## src/rtl/port_arbiter6_pkg.sv

```systemverilog
// rtl/port_arbiter6_pkg.sv - shared constants, state type and index helpers for port_arbiter6
package port_arbiter6_pkg;

  localparam int ARB_N = 6;
  localparam int IDX_W = 3;

  typedef enum logic {
    IDLE  = 1'b0,
    GRANT = 1'b1
  } state_t;

  function automatic logic [IDX_W-1:0] onehot_to_idx(input logic [ARB_N-1:0] oh);
    logic [IDX_W-1:0] idx;
    idx = '0;
    for (int i = 0; i < ARB_N; i++) begin
      if (oh[i]) idx = idx | IDX_W'(i);
    end
    return idx;
  endfunction

  // Rotate so that bit n lands at position 0.
  function automatic logic [ARB_N-1:0] rot_down(input logic [ARB_N-1:0] v,
                                                input logic [IDX_W-1:0] n);
    logic [2*ARB_N-1:0] dbl;
    dbl = {v, v} >> n;
    return dbl[ARB_N-1:0];
  endfunction

  function automatic logic [ARB_N-1:0] rot_up(input logic [ARB_N-1:0] v,
                                              input logic [IDX_W-1:0] n);
    logic [2*ARB_N-1:0] dbl;
    dbl = {v, v} << n;
    return dbl[2*ARB_N-1:ARB_N];
  endfunction

  function automatic logic [IDX_W-1:0] next_idx(input logic [IDX_W-1:0] idx);
    return (idx == IDX_W'(ARB_N - 1)) ? '0 : idx + 1'b1;
  endfunction

endpackage

```

## src/rtl/port_arbiter6_onehotmux.sv

```systemverilog
// rtl/port_arbiter6_onehotmux.sv - six-input one-hot AND-OR data mux, input 0 when select is empty
module port_arbiter6_onehotmux
  import port_arbiter6_pkg::*;
#(
  parameter int WIDTH = 32
) (
  input  logic [ARB_N-1:0] sel,
  input  logic [WIDTH-1:0] din [ARB_N],
  output logic [WIDTH-1:0] dout
);

  always_comb begin
    dout = '0;
    for (int i = 0; i < ARB_N; i++) begin
      dout = dout | (din[i] & {WIDTH{sel[i]}});
    end
    if (sel == '0) dout = din[0];
  end

endmodule

```

## src/rtl/port_arbiter6.sv

```systemverilog
// rtl/port_arbiter6.sv - six-way round-robin burst arbiter for a shared valid/ready resource port
module port_arbiter6
  import port_arbiter6_pkg::*;
#(
  parameter int WIDTH     = 32,
  parameter int MAX_BURST = 16
) (
  input  logic             clk,
  input  logic             reset_n,
  input  logic [ARB_N-1:0] req,
  input  logic [ARB_N-1:0] last,
  input  logic [WIDTH-1:0] in0,
  input  logic [WIDTH-1:0] in1,
  input  logic [WIDTH-1:0] in2,
  input  logic [WIDTH-1:0] in3,
  input  logic [WIDTH-1:0] in4,
  input  logic [WIDTH-1:0] in5,
  input  logic             res_ready,
  output logic             res_valid,
  output logic [WIDTH-1:0] res_data,
  output logic             res_last,
  output logic [ARB_N-1:0] grant,
  output logic [IDX_W-1:0] grant_idx,
  output logic             busy
);

  localparam int CNT_W = $clog2(MAX_BURST + 1);
  localparam logic [CNT_W-1:0] CNT_MAX = CNT_W'(MAX_BURST);

  state_t           state, state_nx;
  logic [ARB_N-1:0] grant_nx;
  logic [IDX_W-1:0] idx_nx;
  logic [IDX_W-1:0] ptr, ptr_nx;
  logic [CNT_W-1:0] count, count_nx;
  logic [CNT_W-1:0] count_inc;

  logic [ARB_N-1:0] req_rot;
  logic [ARB_N-1:0] first_rot;
  logic [ARB_N-1:0] pick_oh;
  logic [IDX_W-1:0] pick_idx;
  logic             req_sel;
  logic             beat;

  logic [WIDTH-1:0] in_arr [ARB_N];

  assign in_arr[0] = in0;
  assign in_arr[1] = in1;
  assign in_arr[2] = in2;
  assign in_arr[3] = in3;
  assign in_arr[4] = in4;
  assign in_arr[5] = in5;

  // Priority pick: rotate ptr to bit 0, isolate lowest set bit, rotate back.
  assign req_rot   = rot_down(req, ptr);
  assign first_rot = req_rot & (~req_rot + 1'b1);
  assign pick_oh   = rot_up(first_rot, ptr);
  assign pick_idx  = onehot_to_idx(pick_oh);

  // The resource sees no beat during a reset cycle, even mid-burst.
  assign req_sel   = |(grant & req);
  assign res_valid = req_sel & reset_n;
  assign res_last  = |(grant & last);
  assign busy      = (state == GRANT);
  assign beat      = res_valid & res_ready;
  assign count_inc = count + 1'b1;

  port_arbiter6_onehotmux #(
    .WIDTH(WIDTH)
  ) u_mux (
    .sel (grant),
    .din (in_arr),
    .dout(res_data)
  );

  always_comb begin
    state_nx = state;
    grant_nx = grant;
    idx_nx   = grant_idx;
    ptr_nx   = ptr;
    count_nx = count;
    case (state)
      IDLE: begin
        if (|req) begin
          state_nx = GRANT;
          grant_nx = pick_oh;
          idx_nx   = pick_idx;
          count_nx = '0;
        end
      end
      GRANT: begin
        if (!req_sel) begin
          state_nx = IDLE;
          grant_nx = '0;
          idx_nx   = '0;
          ptr_nx   = next_idx(grant_idx);
          count_nx = '0;
        end else if (beat) begin
          count_nx = count_inc;
          if (res_last || (count_inc == CNT_MAX)) begin
            state_nx = IDLE;
            grant_nx = '0;
            idx_nx   = '0;
            ptr_nx   = next_idx(grant_idx);
            count_nx = '0;
          end
        end
      end
      default: begin
        state_nx = IDLE;
        grant_nx = '0;
        idx_nx   = '0;
      end
    endcase
  end

  always_ff @(posedge clk) begin
    if (!reset_n) begin
      state     <= IDLE;
      grant     <= '0;
      grant_idx <= '0;
      ptr       <= '0;
      count     <= '0;
    end else begin
      state     <= state_nx;
      grant     <= grant_nx;
      grant_idx <= idx_nx;
      ptr       <= ptr_nx;
      count     <= count_nx;
    end
  end

endmodule
```

## config.mk

```make
export PLATFORM = sky130hd
export DESIGN_NAME = port_arbiter6
export DESIGN_NICKNAME = d
export VERILOG_FILES = /design/src/rtl/port_arbiter6_pkg.sv /design/src/rtl/port_arbiter6_onehotmux.sv /design/src/rtl/port_arbiter6.sv
export SDC_FILE = /design/constraint.sdc
export NUM_CORES = 1
export LEC_CHECK = 0
export BUFFER_PORTS_ARGS = -buffer_cell sky130_fd_sc_hd__buf_2
export CORE_AREA = 2 2 98 100
export DETAILED_ROUTE_END_ITERATION = 8
export DIE_AREA = 0 0 100 102
export GPL_TIMING_DRIVEN = 0
export MAX_ROUTING_LAYER = met4
export SLEW_MARGIN = 30
export SYNTH_ARGS = -nofsm -noshare
export SYNTH_HDL_FRONTEND = slang
export SYNTH_SLANG_ARGS = --single-unit
```

## constraint.sdc

```tcl
create_clock -name clk -period 5.6 [get_ports clk]
set_clock_uncertainty 0.15 [all_clocks]
set_input_delay 0.28 -clock clk [delete_from_list [all_inputs] [get_ports clk]]
set_output_delay 0.28 -clock clk [all_outputs]
set_load 0.02 [all_outputs]
```

==> results by group, run 1 <==
Status
  – Outcome: finished, final reports clean

STA
  – Crit share post-route: a little under three fifths
  – Final-report max-slew violation count: 0
  – Worst slew pin tran: between 0.6 and 0.7 ns
  – Final hold slack: ~0.25 ns
  – Max Clk Rate: ~320 MHz
  – Finish-stage setup viols: 0
  – Final Critical Period: 3.17 ns
  – RSZ-0062 raised after global routing: no
  – Max transition margin: between 50% and 60%
  – Final Hold Vio Count: 0
  – Sum of negative setup slack: 0 ns

Critical path
  – Category of the worst setup path launch point: flop
  – Ordered list of cells on the worst path: clkbuf_1, or4_1, o21bai_1, clkbuf_1, nand2_1, nand3_1, buf_2
  – Most frequent CP cell: clkbuf_1
  – Crit path buf inv count: 3
  – CP Max Fanout: 10
  – Number of logic stages on the critical path including buffering: 7
  – Crit path required time: roughly 5.2 ns
  – Highest-delay cell along the critical path: or4_1
  – Largest incremental delay on the critical path: ~0.6 ns
  – Worst Reg2Reg Path Length in Cells: 8
  – RR Startpoint: grant[5]
  – Crit path max-delay family: buffers and inverters
  – Worst setup slack for register-to-register paths: approximately 3.1 ns
  – RR Endpoint: ptr[1]
  – Worst Setup Path Type: reg -> out
  – Data arrival time of the critical path: roughly 2.7 ns
  – Nature of the critical path endpoint: output pin

Finish
  – Number of non-filler instances in the completed layout: roughly 700
  – Final instance area: 3860 um2
  – Most frequent standard cell in the layout excluding fill and tap cells: buf_2
  – Layout overhead on the synthesized area: 58.8%
  – Final-stage net count: around 800
  – Count of fill cells added during filler insertion: a little over 1000
  – Layout cells sized above 1: between 40% and 50%
  – Commonest non-fill, non-tap cells in the layout: buf_2 (253), nand2_1 (58), a22oi_1 (39)

Pwr
  – PD cells: roughly 280 nW/um2
  – Int Pwr: ~0.00048 W
  – Leak Pwr: between 1.5 and 2 nW
  – Net Sw Frac: a little over half
  – Portion of total power attributed to sequential cells: about 15%
  – Comb power frac: between 70% and 80%
  – Peak VDD IR: approximately 0.097 mV
  – Net switching power figure: 0.000582 W
  – Clk pwr share: under 10%

Die
  – Horizontal extent of the die: around 100 um
  – Die footprint: between 10000 and 15000 um2
  – Number of ports placed on the die boundary: 251
  – Die H: roughly 100 um
  – Initial core utilization: a little over a quarter
  – Core region area: around 9100 um2
  – Std-Cell Rows: 35

Clock network
  – Clock edge transition at the registers on the reported setup and hold paths: ~0.07 ns
  – Hold buffer count at CTS: 0
  – Clock tree from TritonCTS: done
  – Clk Latency, worst-skew pair: ~0.26 ns
  – Depth of the CTS H-tree: 1
  – Clock sink count: 18
  – Post-CTS Resized: 0
  – CTS Root Cell: clkbuf_8
  – Number of buffers added by the clock tree synthesis step: 3
  – Buffer depth of the longest clock path: 2
  – Post-CTS Repair Setup Buffers: 0

Logic synthesis
  – Syn Nets: 550
  – Unique cell type count in the Yosys netlist: 57
  – Cells after Synth: ~340
  – Count of flip-flops with a built-in enable after synthesis: 0
  – Post-synth design cell area: between 2000 and 2500 um2
  – Synthesized area per cell: 7.12 um2
  – Fraction of registers with async set/reset: 0%
  – Warnings from Yosys: 0
  – Flop and latch count out of synthesis: 18
  – Commonest register cell after synthesis: dfxtp_1
  – Share of synthesized area occupied by flip-flops and latches: between 10 and 15%

GRT
  – First-pass GRT wire length: approximately 21000 um
  – Antenna violations before repair: 3
  – Via count of the first global-routing pass: between 3000 and 4000
  – Maximum number of pins on one net before global-route repair: 11
  – Global routing usage summed across all routing layers: about 28%
  – Overflow after GRT: 0

Route
  – DR pass1 iterations: 6
  – DRT antenna net count: 0
  – Count of vias placed by the detailed router: 4057
  – 1st-iter DRT viols: approximately 370
  – Post-detailed-route DRC marker count: 0
  – Via density: ~5.7
  – Final Routed Wirelength: 14800 um
  – DR WL/cell: 20.9 um

Worst hold path
  – Worst hold endpoint: count[3]
  – Hold path startpoint: reset_n
  – Cell depth of the worst hold path: 3
  – Type of the tightest min-delay check: in -> reg

Placement
  – Number of cells after detailed placement: 700
  – IO Port Bufs: between 200 and 250
  – Placed Instance Area: between 3000 and 4000 um2
  – DPL Wire Length: ~12000 um
  – Placer Congestion: around 0.95

Flow run
  – Max-cap check violation count: 0
area by class of cell:
class,instances,area [um2],share of cell area [%]
well taps,111,139,3.59
diodes,6,15.0,0.388
inverters,6,22.5,0.583
plain buffers,35,158,4.08
multi-input cells,283,1890,49.0
repair buffers,247,1240,32.0
flip-flops and latches,18,360,9.32
clock buffers,3,41.3,1.07
cell families (layout without fill, tap and decap cells):
family / count (synthesis) / after routing / share of synthesized area (%)
AO/OA/AOI/OAI: 122 / 122 / 40.3
adder cells (fa/ha/maj): 1 / 1 / 0.514
other: 0 / 6 / 0
multiplexers: 18 / 18 / 8.07
XOR/XNOR: 3 / 3 / 1.08
buffers and inverters: 41 / 291 / 7.40
flip-flops: 18 / 18 / 14.8
AND/OR/NAND/NOR: 139 / 139 / 27.9
power groups by stage:
stage,clock network (W),registers (W),logic [W]
finish,0.0000944,0.000158,0.000814
CTS,0.0000965,0.000159,0.000803
global placement,0,0.000161,0.000796
global route,0.000101,0.000160,0.000877
detailed placement,0,0.000161,0.000802
floorplan,0,0.000169,0.000476
per-stage QoR:
stage	utilization [%]	power [W]	worst slack, ns
finish	42.4	0.00107	2.43
detailed placement	41.8	0.000963	2.69
global placement	41.8	0.000957	2.70
global route	42.3	0.00114	2.23
floorplan	-	0.000645	3.32
CTS	42.3	0.00106	2.40
synthesized netlist by cell type, types with 5 or more instances:
master     n  area [um2]
a222oi_1  32         320
buf_2      6        30.0
a31oi_1    5        31.3
mux2i_1   11         110
inv_1      5        18.8
nor3_1     5        25.0
clkbuf_1  25        93.8
dfxtp_1   18         360
a21oi_1   10        50.1
nand3_1   35         175
nor2_1    11        41.3
a22oi_1   39         293
nand2_1   58         218
o21ai_0   10        50.1
worst min-delay path, cell delays in order:
cell	delay [ns]
buf_2	0.11
clkinv_1	0.16
a21oi_1	0.06
routing by layer:
| metal | GRT usage, % | wire length, um |
|---|---|---|
| met1 | 38.4 | 6060 |
| met3 | 9.10 | 2020 |
| met5 | - | 0 |
| met4 | 4.00 | 130 |
| met2 | 39.4 | 6590 |
state kept, by name, indices dropped and copies added (netlist names):
register	flops
grant_idx	3
busy	1
ptr	3
count	5
grant	6
worst max path at each step:
| stage | from | end |
|---|---|---|
| after global placement | grant[5] | res_data[3] |
| after floorplan | grant[5] | res_data[10] |
| after detailed placement | grant[5] | res_data[3] |
| final | grant[5] | res_data[3] |
| after CTS | grant[5] | res_data[3] |
| after global routing | grant[5] | res_data[3] |
Note: power is estimated with default switching activity, not from simulation.
==> inputs of run 2 (changes only) <==
CORE_AREA = 2 2 97 99   (was 2 2 98 100)
DIE_AREA = 0 0 99 101   (was 0 0 100 102)
PLACE_DENSITY = 0.67   (was not set)
clock period = 2.8 ns   (was 5.6 ns; I/O delays follow)
==> results by group, run 2 (synthesis gave the netlist of run 1 again) <==
GRT
  – Global routing usage summed across all routing layers: 27.2%
  – Overflow after GRT: 0
  – Antenna violations before repair: 1
  – Via count of the first global-routing pass: approximately 3700
  – First-pass GRT wire length: ~20000 um
  – Maximum number of pins on one net before global-route repair: 11

Critical path
  – Worst setup slack for register-to-register paths: about 0.19 ns
  – Largest incremental delay on the critical path: approximately 0.55 ns
  – Crit path required time: approximately 2.5 ns
  – Data arrival time of the critical path: 2.37 ns
  – Category of the worst setup path launch point: flop
  – Worst Reg2Reg Path Length in Cells: 9
  – Worst Setup Path Type: reg -> out
  – Highest-delay cell along the critical path: or4_1
  – RR Startpoint: grant[4]
  – CP Max Fanout: 10
  – Nature of the critical path endpoint: output pin
  – RR Endpoint: grant[1]
  – Ordered list of cells on the worst path: clkbuf_1, or4_1, o21bai_4, clkbuf_2, nand2_1, nand3_1, buf_2

Worst hold path
  – Worst hold endpoint: count[3]
  – Type of the tightest min-delay check: in -> reg
  – Cell depth of the worst hold path: 3
  – Hold path startpoint: reset_n

Placement
  – Placer Congestion: about 1
  – Setup WS pre-CTS: 0.0721 ns
  – Number of cells after detailed placement: 700
  – DPL Wire Length: around 12000 um
  – IO Port Bufs: 247

Clock network
  – Hold buffer count at CTS: 0
  – Depth of the CTS H-tree: 1
  – Number of buffers added by the clock tree synthesis step: 3
  – Clock tree from TritonCTS: done
  – CTS Root Cell: clkbuf_8
  – Post-CTS Repair Setup Buffers: 0
  – Buffer depth of the longest clock path: 2
  – Clock edge transition at the registers on the reported setup and hold paths: 0.08 ns
  – Clk Latency, worst-skew pair: about 0.27 ns
  – Clock sink count: 18

STA
  – Worst slew pin tran: between 0.6 and 0.7 ns
  – Max transition margin: between 50% and 60%
  – Final Hold Vio Count: 0
  – Max Clk Rate: around 380 MHz
  – Crit share post-route: 94.8%
  – Final hold slack: roughly 0.12 ns
  – Final Critical Period: between 2 and 3 ns
  – Sum of negative setup slack: 0 ns
  – Finish-stage setup viols: 0
  – Final setup slack of the worst path: between 0.1 and 0.15 ns
  – Final-report max-slew violation count: 0
  – RSZ-0062 raised after global routing: no

Finish
  – Layout overhead on the synthesized area: 59.2%
  – Number of flip-flops in the largest register: 6
  – Number of non-filler instances in the completed layout: around 700
  – Most frequent standard cell in the layout excluding fill and tap cells: buf_2
  – Count of fill cells added during filler insertion: about 950
  – Final Core Density: between 40 and 50%
  – Final-stage net count: 800
  – Register name with the most flops: grant
  – Commonest non-fill, non-tap cells in the layout: buf_2 (252), nand2_1 (58), a22oi_1 (39)
  – Layout cells sized above 1: between 40% and 50%
  – Area occupied by registers: around 360 um2
  – Area taken by multi-input logic gates: ~1900 um2
  – Largest registers: grant (6), count (5)

Status
  – Outcome: finished, final reports clean

Route
  – Post-detailed-route DRC marker count: 0
  – Via density: about 5.7
  – 1st-iter DRT viols: roughly 370
  – DR pass1 iterations: 8
  – Final Routed Wirelength: ~15000 um
  – DRT antenna net count: 0
  – DR WL/cell: 20.7 um
  – Count of vias placed by the detailed router: 4025

Die
  – Die H: about 100 um
  – Number of ports placed on the die boundary: ~250
  – Core region area: 8980 um2
  – Horizontal extent of the die: approximately 100 um
  – Die footprint: roughly 10000 um2
  – Initial core utilization: between 20% and 30%
  – Std-Cell Rows: 35

Flow run
  – Max-cap check violation count: 0

Pwr
  – Leak Pwr: a little under 2 nW
  – Peak VDD IR: about 0.22 mV
  – PD cells: 563 nW/um2
[run 2: how the worst max path moves through the flow]
stage | from | endpoint | slack, ns | cells past startpoint
final | grant[3] | res_data[10] | 0.14 | 7
after global routing | grant[2] | res_data[1] | 0.03 | 7
after CTS | grant[5] | res_data[1] | 0.02 | 7
after detailed placement | grant[1] | res_data[10] | 0.07 | 7
after global placement | grant[1] | res_data[10] | 0.03 | 7
after floorplan | grant[1] | ptr[1] | 0.62 | 8
[run 2: worst max-delay path: cells and delay by family, from the launching register on]
kind | cells | cell delay (ns)
AO/OA/AOI/OAI | 1 | 0.22
AND/OR/NAND/NOR | 3 | 0.77
buffers and inverters | 3 | 0.77
flip-flops | 1 | 0.32
[run 2: what timing repair did]
action / CTS / global route
setup endpoints to repair: 30 / 25
pin swaps: 0 / 0
gates resized for setup: 2 / 2
[run 2: area by class of cell]
type | instances | share of cell area, %
Multi-Input combinational cell | 283 | 49.2
Timing Repair Buffer | 247 | 31.9
Sequential cell | 18 | 9.30
Buffer | 33 | 3.97
Tap cell | 111 | 3.59
Clock buffer | 4 | 1.42
Inverter | 6 | 0.581
Antenna cell | 1 | 0.0646
[run 2: per-stage QoR]
step / cell area [um2] / power, W
2_1_floorplan: 2430 / 0.00129
3_3_place_gp: 3810 / 0.00193
3_5_place_dp: 3810 / 0.00194
4_1_cts: 3860 / 0.00217
5_1_grt: 3870 / 0.00230
6_report: 3870 / 0.00218
[run 2: power breakdown]
part / total (W) / switching [W] / internal (W)
clock: 0.000233 / 0.000107 / 0.000126
sequential: 0.000327 / 0.0000392 / 0.000288
combinational: 0.00162 / 0.00103 / 0.000594
[run 2: layer usage]
layer  vias up  routed length, um  GRT usage, %
met5         -                  0             -
met4         0                750          14.3
met3        37                872          2.22
met2       238               7540          46.4
met1      1885               5410          32.0
li1       1865                  -             -
==> inputs of run 3 (changes only) <==
REMOVE_ABC_BUFFERS = 1   (was not set)
==> results by group, run 3 (synthesis gave the netlist of run 1 again) <==
Status
  – Outcome: finished, final reports clean

Route
  – DRT antenna net count: 0
  – Final Routed Wirelength: 12100 um
  – 1st-iter DRT viols: between 300 and 400
  – Count of vias placed by the detailed router: approximately 3800
  – Post-detailed-route DRC marker count: 0
  – DR pass1 iterations: 6
  – Via density: approximately 5.6
  – DR WL/cell: 17.8 um

Critical path
  – Category of the worst setup path launch point: flop
  – Highest-delay cell along the critical path: or4_1
  – Number of logic stages on the critical path including buffering: 6
  – RR Endpoint: ptr[1]
  – Ordered list of cells on the worst path: or4_1, o21bai_4, buf_8, nand2_1, nand3_1, buf_2
  – CP Max Fanout: 37
  – Crit path required time: around 2.5 ns
  – Crit path buf inv count: 2
  – RR Startpoint: grant[1]
  – Worst setup slack for register-to-register paths: approximately 0.25 ns
  – Data arrival time of the critical path: about 2.3 ns
  – Largest incremental delay on the critical path: 0.66 ns
  – Worst Setup Path Type: reg -> out
  – Crit path max-delay family: simple AND/OR/NAND/NOR gates
  – Nature of the critical path endpoint: output pin
  – Worst Reg2Reg Path Length in Cells: 7

STA
  – Finish-stage setup viols: 0
  – Max transition margin: 44.7%
  – Final setup slack of the worst path: ~0.24 ns
  – Max Clk Rate: roughly 390 MHz
  – Final Hold Vio Count: 0
  – RSZ-0062 raised after global routing: no
  – Sum of negative setup slack: 0 ns
  – Final Critical Period: around 2.6 ns
  – Worst slew pin tran: ~0.83 ns
  – Final-report max-slew violation count: 0
  – Crit share post-route: 91.3%

GRT
  – Overflow after GRT: 0
  – Antenna violations before repair: 0
  – Via count of the first global-routing pass: 3455
  – First-pass GRT wire length: about 18000 um
  – Maximum number of pins on one net before global-route repair: 38
  – Global routing usage summed across all routing layers: between 20% and 30%

Flow run
  – Max-cap check violation count: 0

Finish
  – Number of flip-flops in the largest register: 6
  – Final instance area: 3800 um2
  – Most frequent standard cell in the layout excluding fill and tap cells: buf_2
  – Layout cells sized above 1: 49.9%
  – Final Core Density: 42.3%
  – Final-stage net count: about 770
  – Register name with the most flops: grant
  – Layout overhead on the synthesized area: 56.0%
  – Commonest non-fill, non-tap cells in the layout: buf_2 (250), nand2_1 (58), a22oi_1 (39)
  – Largest registers: grant (6), count (5)

Placement
  – Setup WS pre-CTS: -0.0500 ns
  – IO Port Bufs: between 200 and 300
  – Placed Instance Area: 3700 um2
  – DPL Wire Length: 9420 um
  – Placer Congestion: approximately 0.9

Clock network
  – Clock sink count: 18
  – Depth of the CTS H-tree: 1
  – CTS Root Cell: clkbuf_8
  – Buffer depth of the longest clock path: 2
  – Hold buffer count at CTS: 0
  – Clock tree from TritonCTS: done
  – Clk Latency, worst-skew pair: ~0.25 ns
  – Clock edge transition at the registers on the reported setup and hold paths: about 0.070 ns
  – Number of buffers added by the clock tree synthesis step: 3

Die
  – Std-Cell Rows: 35
  – Number of ports placed on the die boundary: 251
  – Die H: slightly above 100 um
  – Core region area: roughly 9000 um2
  – Die footprint: 10000 um2
  – Initial core utilization: about 27%
  – Horizontal extent of the die: about 99 um

Pwr
  – Peak VDD IR: 0.490 mV
  – Net Sw Frac: between 50% and 60%
  – Net switching power figure: 0.00105 W
  – Comb power frac: 67.6%
  – Leak Pwr: approximately 1.9 nW
  – Portion of total power attributed to sequential cells: 22.1%
  – PD cells: about 550 nW/um2
  – Int Pwr: 0.00102 W
  – Clk pwr share: roughly 10%

Worst hold path
  – Hold path startpoint: reset_n
  – Type of the tightest min-delay check: in -> reg
  – Worst hold endpoint: count[3]
  – Cell depth of the worst hold path: 3
-- run 3: cell types whose count changed in the layout (fill, tap and decap cells not counted), sizes merged --
cell    before  now
buf        256  254
clkbuf      28    4
diode        1    2
-- run 3: power by group through the flow --
stage	registers (W)	clock network, W	logic, W
final	0.000459	0.000212	0.00140
after global routing	0.000471	0.000224	0.00151
after CTS	0.000455	0.000214	0.00135
after detailed placement	0.000459	0	0.00135
after global placement	0.000456	0	0.00132
after floorplan	0.000425	0	0.000812
-- run 3: how the worst max path moves through the flow --
| stage | from | end | slack, ns |
|---|---|---|---|
| global placement | grant[1] | res_data[7] | -1.60 |
| CTS | ptr[2] | grant[3] | 0.006 |
| finish | grant[5] | res_data[16] | 0.24 |
| detailed placement | ptr[1] | grant_idx[2] | -0.05 |
| global route | grant[1] | ptr[1] | 0.03 |
| floorplan | grant[5] | res_data[0] | -0.19 |
-- run 3: stage by stage --
| step | power [W] | instances | hold WS (ns) |
|---|---|---|---|
| floorplan | 0.00124 | 307 | 0.153 |
| global placement | 0.00178 | 668 | 0.326 |
| global route | 0.00220 | 676 | 0.138 |
| detailed placement | 0.00181 | 669 | 0.345 |
| finish | 0.00207 | 678 | 0.126 |
| CTS | 0.00202 | 673 | 0.118 |
-- run 3: final cells by class --
class                      count  area [um2]
fill                         923        5180
multi-input combinational    283        1900
sequential                    18         369
tap                          111         139
timing repair buffer         254        1300
clock buffer                   4        55.1
inverter                       6        22.5
antenna                        2        5.00
-- run 3: routing by layer --
metal / vias up / share of wire [%] / track usage (%)
li1: 1813 / - / -
met1: 1794 / 40 / 29.3
met2: 200 / 50 / 37.4
met3: 10 / 9.2 / 2.98
met4: 0 / 1.1 / 3.58
met5: - / 0 / -
-- run 3: repair_timing --
item | in CTS | in global routing
setup buffers | 0 | 3
hold endpoints to repair | 0 | 0
endpoints found under the setup margin | 4 | 22
pin swaps | 0 | 1
gates resized for setup | 1 | 1
-- run 3: tightest hold or removal path, stage by stage --
cell and delay [ns]:
buf_2 0.11, clkinv_1 0.17, a21oi_1 0.06
